==> src/rtl/uart_rx_core.sv <==
// -----------------------------------------------------------------------------
// uart_rx_core
//
// UART receive engine for the AHB-Lite UART. It sits between the
// asynchronous uart_rxd pin and the RX FIFO. It synchronises the pin and
// oversamples it on bclk ticks. Each frame is assembled and then committed to
// the FIFO as one registered write strobe, with parity, framing, break and
// overrun status pulses.
//
// Optional build macro: UART_RX_MAJORITY_EN
//   defined   -> each sample point takes the 2-of-3 majority of rxs at count
//                mid-1, mid and mid+1. The decision is made at mid+1.
//   undefined -> a single sample of rxs at count mid.
//   Frame timing and the commit cycle are the same in both builds.
//
// Parameters
//   DATA_W      maximum data bits per frame (wls selects DATA_W-3..DATA_W)
//   OSR_W       width of the oversample counter and the osr port
//   SYNC_STAGES flops in the uart_rxd synchroniser (>= 2)
//
// Ports
//   pclk            system clock
//   presetn         asynchronous active-low reset
//   bclk            oversample tick, one pclk wide
//   uart_rxd        asynchronous serial input
//   rx_en           receiver enable; low aborts any frame in flight
//   osr             oversample ratio minus 1 (legal 7..2^OSR_W-1)
//   wls             word length select, 0..3 -> DATA_W-3..DATA_W bits
//   pen/eps/sp      parity enable / even parity / stick parity
//   stb             0 = one stop bit, 1 = two stop bits
//   rx_full_status  RX FIFO full; a commit then raises s_overrun, not rx_wr
//   rx_data         last committed word, right-justified, zero-extended
//   rx_wr           FIFO write strobe
//   s_*             status pulses issued in the commit cycle
// -----------------------------------------------------------------------------
module uart_rx_core #(
    parameter int DATA_W      = 8,
    parameter int OSR_W       = 4,
    parameter int SYNC_STAGES = 2
) (
    input  logic              pclk,
    input  logic              presetn,
    input  logic              bclk,
    input  logic              uart_rxd,
    input  logic              rx_en,
    input  logic [OSR_W-1:0]  osr,
    input  logic [1:0]        wls,
    input  logic              pen,
    input  logic              eps,
    input  logic              sp,
    input  logic              stb,
    input  logic              rx_full_status,
    output logic [DATA_W-1:0] rx_data,
    output logic              rx_wr,
    output logic              s_parity_error,
    output logic              s_framing_error,
    output logic              s_break,
    output logic              s_overrun
);

    localparam int BIT_W = $clog2(DATA_W);

    typedef enum logic [2:0] {
        S_IDLE,
        S_START,
        S_DATA,
        S_PARITY,
        S_STOP,
        S_BRK_WAIT
    } state_t;

    // ------------------------------------------------------------------
    // Input synchroniser; it resets to the idle (mark) level.
    // ------------------------------------------------------------------
    logic [SYNC_STAGES-1:0] r_sync;
    logic                   w_rxs;

    always_ff @(posedge pclk or negedge presetn) begin
        if (!presetn) begin
            r_sync <= '1;
        end else begin
            r_sync <= {r_sync[SYNC_STAGES-2:0], uart_rxd};
        end
    end

    assign w_rxs = r_sync[SYNC_STAGES-1];

    // ------------------------------------------------------------------
    // Frame state
    // ------------------------------------------------------------------
    state_t             r_state,  w_state_next;
    logic [OSR_W-1:0]   r_count,  w_count_next;
    logic [BIT_W-1:0]   r_bitcnt, w_bitcnt_next;
    logic [DATA_W-1:0]  r_shift,  w_shift_next;
    logic               r_par,    w_par_next;
    logic               r_ferr,   w_ferr_next;
    logic               r_zero,   w_zero_next;   // every bit so far sampled 0
    logic               r_stop2,  w_stop2_next;  // receiving second stop bit
    logic               w_commit;

    logic [OSR_W-1:0]   w_mid;
    logic               w_bit_end;
    logic               w_sample_tick;
    logic               w_sample_val;
    logic [BIT_W-1:0]   w_last_bit;
    logic               w_par_bad;

    assign w_mid      = osr >> 1;
    assign w_bit_end  = bclk && (r_count == osr);
    assign w_last_bit = BIT_W'(DATA_W - 4) + BIT_W'(wls);

`ifdef UART_RX_MAJORITY_EN
    // Capture rxs at mid-1 and mid. The vote is taken at mid+1, so the
    // decision always lands one tick after the single-sample build.
    logic [OSR_W-1:0] w_mid_m1;
    logic [OSR_W-1:0] w_mid_p1;
    logic [1:0]       r_maj;

    assign w_mid_m1 = w_mid - OSR_W'(1);
    assign w_mid_p1 = w_mid + OSR_W'(1);

    always_ff @(posedge pclk or negedge presetn) begin
        if (!presetn) begin
            r_maj <= 2'b11;
        end else if (bclk) begin
            if (r_count == w_mid_m1) r_maj[0] <= w_rxs;
            if (r_count == w_mid)    r_maj[1] <= w_rxs;
        end
    end

    assign w_sample_tick = bclk && (r_count == w_mid_p1);
    assign w_sample_val  = (r_maj[0] & r_maj[1]) | (r_maj[0] & w_rxs) |
                           (r_maj[1] & w_rxs);
`else
    assign w_sample_tick = bclk && (r_count == w_mid);
    assign w_sample_val  = w_rxs;
`endif

    // Stick parity fixes the parity bit at ~eps. Otherwise the XOR of the
    // data and parity bits must equal ~eps. Unused upper data bits are
    // zero, so they do not affect the XOR.
    assign w_par_bad = sp ? (r_par == eps) : ((^r_shift ^ r_par) == eps);

    always_ff @(posedge pclk or negedge presetn) begin
        if (!presetn) begin
            r_state  <= S_IDLE;
            r_count  <= '0;
            r_bitcnt <= '0;
            r_shift  <= '0;
            r_par    <= 1'b0;
            r_ferr   <= 1'b0;
            r_zero   <= 1'b0;
            r_stop2  <= 1'b0;
        end else begin
            r_state  <= w_state_next;
            r_count  <= w_count_next;
            r_bitcnt <= w_bitcnt_next;
            r_shift  <= w_shift_next;
            r_par    <= w_par_next;
            r_ferr   <= w_ferr_next;
            r_zero   <= w_zero_next;
            r_stop2  <= w_stop2_next;
        end
    end

    always_comb begin
        w_state_next  = r_state;
        w_count_next  = r_count;
        w_bitcnt_next = r_bitcnt;
        w_shift_next  = r_shift;
        w_par_next    = r_par;
        w_ferr_next   = r_ferr;
        w_zero_next   = r_zero;
        w_stop2_next  = r_stop2;
        w_commit      = 1'b0;

        if (bclk) begin
            w_count_next = (r_count == osr) ? '0 : r_count + OSR_W'(1);
        end

        case (r_state)
            S_IDLE: begin
                w_count_next = '0;
                if (bclk && !w_rxs) begin
                    // The detecting tick is tick 0 of the start bit, so the
                    // counter resumes at 1 and the bit spans exactly osr+1 ticks.
                    w_state_next  = S_START;
                    w_count_next  = OSR_W'(1);
                    w_bitcnt_next = '0;
                    w_shift_next  = '0;
                    w_par_next    = 1'b0;
                    w_ferr_next   = 1'b0;
                    w_zero_next   = 1'b1;
                    w_stop2_next  = 1'b0;
                end
            end

            S_START: begin
                if (w_sample_tick && w_sample_val) begin
                    w_state_next = S_IDLE;      // glitch, not a real start bit
                    w_count_next = '0;
                end else if (w_bit_end) begin
                    w_state_next = S_DATA;
                end
            end

            S_DATA: begin
                if (w_sample_tick) begin
                    w_shift_next[r_bitcnt] = w_sample_val;
                    if (w_sample_val) w_zero_next = 1'b0;
                end
                if (w_bit_end) begin
                    if (r_bitcnt == w_last_bit) begin
                        w_bitcnt_next = '0;
                        w_state_next  = pen ? S_PARITY : S_STOP;
                    end else begin
                        w_bitcnt_next = r_bitcnt + BIT_W'(1);
                    end
                end
            end

            S_PARITY: begin
                if (w_sample_tick) begin
                    w_par_next = w_sample_val;
                    if (w_sample_val) w_zero_next = 1'b0;
                end
                if (w_bit_end) w_state_next = S_STOP;
            end

            S_STOP: begin
                if (w_sample_tick) begin
                    if (!w_sample_val) w_ferr_next = 1'b1;
                    // Only the first stop bit takes part in break detection.
                    if (!r_stop2 && w_sample_val) w_zero_next = 1'b0;
                end
                if (w_bit_end) begin
                    if (stb && !r_stop2) begin
                        w_stop2_next = 1'b1;
                    end else begin
                        w_commit     = 1'b1;
                        w_state_next = r_zero ? S_BRK_WAIT : S_IDLE;
                    end
                end
            end

            S_BRK_WAIT: begin
                w_count_next = '0;
                if (bclk && w_rxs) w_state_next = S_IDLE;
            end

            default: begin
                w_state_next = S_IDLE;
                w_count_next = '0;
            end
        endcase

        // Dropping rx_en discards the frame in flight without any strobes.
        if (!rx_en) begin
            w_state_next  = S_IDLE;
            w_count_next  = '0;
            w_bitcnt_next = '0;
            w_stop2_next  = 1'b0;
            w_commit      = 1'b0;
        end
    end

    // ------------------------------------------------------------------
    // Commit stage: registered, so it is visible one pclk after the tick.
    // ------------------------------------------------------------------
    logic [DATA_W-1:0] r_rx_data;
    logic              r_rx_wr;
    logic              r_perr;
    logic              r_ferr_out;
    logic              r_brk;
    logic              r_ovr;

    always_ff @(posedge pclk or negedge presetn) begin
        if (!presetn) begin
            r_rx_data  <= '0;
            r_rx_wr    <= 1'b0;
            r_perr     <= 1'b0;
            r_ferr_out <= 1'b0;
            r_brk      <= 1'b0;
            r_ovr      <= 1'b0;
        end else begin
            r_rx_wr    <= 1'b0;
            r_perr     <= 1'b0;
            r_ferr_out <= 1'b0;
            r_brk      <= 1'b0;
            r_ovr      <= 1'b0;
            if (w_commit) begin
                r_rx_data  <= r_shift;
                r_rx_wr    <= !rx_full_status;
                r_ovr      <= rx_full_status;
                r_brk      <= r_zero;
                r_ferr_out <= r_ferr | r_zero;
                r_perr     <= pen && !r_zero && w_par_bad;
            end
        end
    end

    assign rx_data         = r_rx_data;
    assign rx_wr           = r_rx_wr;
    assign s_parity_error  = r_perr;
    assign s_framing_error = r_ferr_out;
    assign s_break         = r_brk;
    assign s_overrun       = r_ovr;

endmodule

==> config.mk <==
export PLATFORM = sky130hd
export DESIGN_NAME = uart_rx_core
export DESIGN_NICKNAME = d
export VERILOG_FILES = /design/src/rtl/uart_rx_core.sv
export SDC_FILE = /design/constraint.sdc
export NUM_CORES = 1
export LEC_CHECK = 0
export ABC_AREA = 1
export ABC_CLOCK_PERIOD_IN_PS = 2000
export BUFFER_PORTS_ARGS = -buffer_cell sky130_fd_sc_hd__buf_2
export CAP_MARGIN = 10
export CORE_ASPECT_RATIO = 0.6
export CORE_MARGIN = 3
export CORE_UTILIZATION = 57
export CTS_CLUSTER_SIZE = 28
export DETAILED_ROUTE_END_ITERATION = 16
export PLACE_DENSITY = 0.86
export SLEW_MARGIN = 15
export SYNTH_ARGS = -nofsm -noshare
export SYNTH_HDL_FRONTEND = slang
export SYNTH_SLANG_ARGS = --single-unit
==> constraint.sdc <==
create_clock -name pclk -period 2 [get_ports pclk]
set_clock_uncertainty 0.05 [all_clocks]
set_input_delay 0.4 -clock pclk [delete_from_list [all_inputs] [get_ports pclk]]
set_output_delay 0.4 -clock pclk [all_outputs]
set_load 0.02 [all_outputs]
==> flow_metrics.tcl <==
set metrics [dict create \
    ys_top_cells_by_area "dfrtp_1 (40%), nand2_1 (20%), inv_1 (5.7%)" \
    tns_ps 0 \
    fillers 296 \
    synth_xor_area_frac 0.0160 \
    hold_path_class "in2async" \
    placed_cell_area_um2 2360 \
    clock-root-buffer "clkbuf_8" \
    synthAdderAreaFrac 0.0114 \
    crit_chain "inv_1 > nand2_1 > nand2_1 > nor2_1 > nand3_2 > nor2_2 > inv_2 > nand2_1 > o21ai_2" \
    setup_viol 0 \
    cts_max_level 2 \
    drv_slew 0 \
    arrival_ps 1940 \
    ff2ff_path_depth 9 \
    antenna_found_initial 0 \
    cts_max_path_buffers 2 \
    drtPass1Iterations 4 \
    hold_ws_ps 85.1 \
    num_antenna_cells 0 \
    stdcell_area_um2 2450 \
    io_buffers 28 \
    cp_slowest_cell "dfrtp_1" \
    finalCriticalPeriod_ps 1820 \
    finalNonFillerCells 388 \
    track_usage 0.235 \
    status "finished, final reports clean" \
    die_h_um 54.0 \
    path_clk_slew_ps 80 \
    overflow 0 \
    synth_simple_gate_area_frac 0.361 \
    num_rows 16 \
    grt_pass1_wl_um 8180 \
    coreArea_um2 3460 \
    worstPathRequired_ps 2110 \
    finalHoldViolations 0 \
    ir_drop_uv 746 \
    ios 29 \
    cts.sinks 37 \
    ys_seq_area_frac 0.425 \
    start_kind "flop" \
    cts_tree "yes" \
    critPathMaxFanout 20 \
    yosys_warnings 0 \
    synth_area_um2 2190 \
    postRouteAntennaNets 0 \
    numCtsBuffers 5 \
    max_freq_mhz 548 \
    rsz0062_at_grt "false" \
    synthTopCellsByCount "nand2_1 (115), dfrtp_1 (35), inv_1 (33)" \
    area_growth_syn_to_layout_pct 12.1 \
    synth-compound-area-share 0.106 \
    routed-via-count 2039 \
    yosys.cell_count.top_type "nand2_1" \
    slew_headroom 0.691 \
    synth_top_family_by_area "simple AND/OR/NAND/NOR gates" \
    end_kind "flop" \
    seq_area_um2 928 \
    crit_type "reg2reg" \
    critPathMaxStageDelay_ps 470 \
    synth_top_cell_by_area "dfrtp_1" \
    synth_edf_count 0 \
    finalWorstSetupSlack_ps 175 \
    post-route-util 0.707 \
    post_cts_buffers 0 \
    die_w_um 85.9 \
    total_power_mw 2.09 \
    powerDensity_nw_per_um2 852 \
    fin_nets 360 \
    cpMostUsedCell "nand2_1" \
    die_area_um2 4640 \
    drt-initial-drc-count 168 \
    leakage_nw 1.35 \
    syn_avg_cell_area_um2 7.07 \
    max-cap-violations 0 \
    hpwlAfterDp_um 3670 \
    start_util 0.631 \
    synth_cells 309 \
    postSynthNetCount 327 \
    multi_input_area_um2 1090 \
    ys_seq_elements 37 \
    grt_max_degree 38 \
    gp_congestion 0.939 \
    via_per_inst 5.26 \
    muxShareOfSynthArea 0 \
    period_share 0.912 \
    layout-drive-gt1-share 0.198 \
    tightestPinTransition_ps 463 \
    post_drt_wl_per_cell_um 12.7 \
    drcViolationCount 0 \
    yosysUniqueCellTypes 29 \
    synth_top_area_frac 0.401 \
    insertion_delay_ps 300 \
    grt_pass1_vias 1775 \
    routed_wl_um 4920 \
    pre_cts_slack_ps 200 \
    synth_ff_type "dfrtp_1" \
    placed_cells 380 \
    async_flop_share 1.00 \
]
[cell usage in the layout (no fill, tap or decap), types with 2 or more instances in the layout]
cell type and n:
ha_1 2, a31oi_1 2, dfrtp_1 35, nand4_1 2, nor3_1 9, nor2_2 9
nand2_1 115, clkbuf_1 2, buf_2 28, clkbuf_8 5, a21oi_1 9, xnor2_1 2
nand2_2 4, nor2_1 27, inv_2 5, dfstp_2 2, o21ai_2 8, nand3_2 2
xor2_1 2, nand3_1 17, inv_1 33, buf_4 2, o21ai_0 13
[logic make-up (layout without fill, tap and decap cells)]
family          count (synthesis)  count (layout)
compound gates                 37              37
xor+xnor                        4               4
fa+ha+maj                       2               2
buf+inv                        42              76
flops                          37              37
simple gates                  187             187
[where the power goes]
| group | internal, mW | switching [mW] |
|---|---|---|
| sequential | 0.817 | 0.0933 |
| combinational | 0.214 | 0.462 |
| clock | 0.244 | 0.256 |
[critical path: cells and delay by family, from the launching register on]
kind,cells,cell delay (ps)
simple gates,6,800
flops,1,470
buf+inv,2,310
compound gates,1,60
[what timing repair did]
item,CTS,global route
endpoints found under the setup margin,0,6
hold buffers,0,0
resized for setup,0,1
endpoints found under the hold margin,0,0
[area by class of cell]
cell class                      count  area share
Clock buffer                        7      0.0312
Clock inverter                      1     0.00204
Sequential cell                    37       0.379
Inverter                           38      0.0582
Timing Repair Buffer               30      0.0633
Tap cell                           45      0.0230
Multi-Input combinational cell    230       0.443
[path summary, 6_finish.rpt]
check / startpoint / endpoint / slack, ps
worst min-delay path: presetn / s_parity_error$_DFF_PN0_ / 90
worst max-delay path: r_count[0]$_DFF_PN0_ / rx_data[2]$_DFFE_PN0P_ / 180
min in group pclk: uart_rxd / r_sync[0]$_DFF_PN1_ / 150
max in group asynchronous: presetn / r_sync[1]$_DFF_PN1_ / 1450
worst max register to register: r_count[0]$_DFF_PN0_ / rx_data[2]$_DFFE_PN0P_ / 180
worst min register to register: r_sync[0]$_DFF_PN1_ / r_sync[1]$_DFF_PN1_ / 310
[flip-flops by register name, indices dropped and copies added (netlist names), 2 cells and up]
| signal | cells |
|---|---|
| r_bitcnt | 3 |
| r_shift | 8 |
| r_state | 3 |
| rx_data | 8 |
| r_sync | 2 |
| r_count | 4 |
[metal layers]
| layer | vias to the layer above | global-route usage | routed length, um |
|---|---|---|---|
| met5 | - | 0 | 0 |
| met4 | 0 | 0.0737 | 59 |
| met3 | 9 | 0.0612 | 407 |
| met2 | 74 | 0.340 | 1960 |
| met1 | 913 | 0.342 | 2490 |
| li1 | 1043 | - | - |
(Power assumes the default switching activity.)
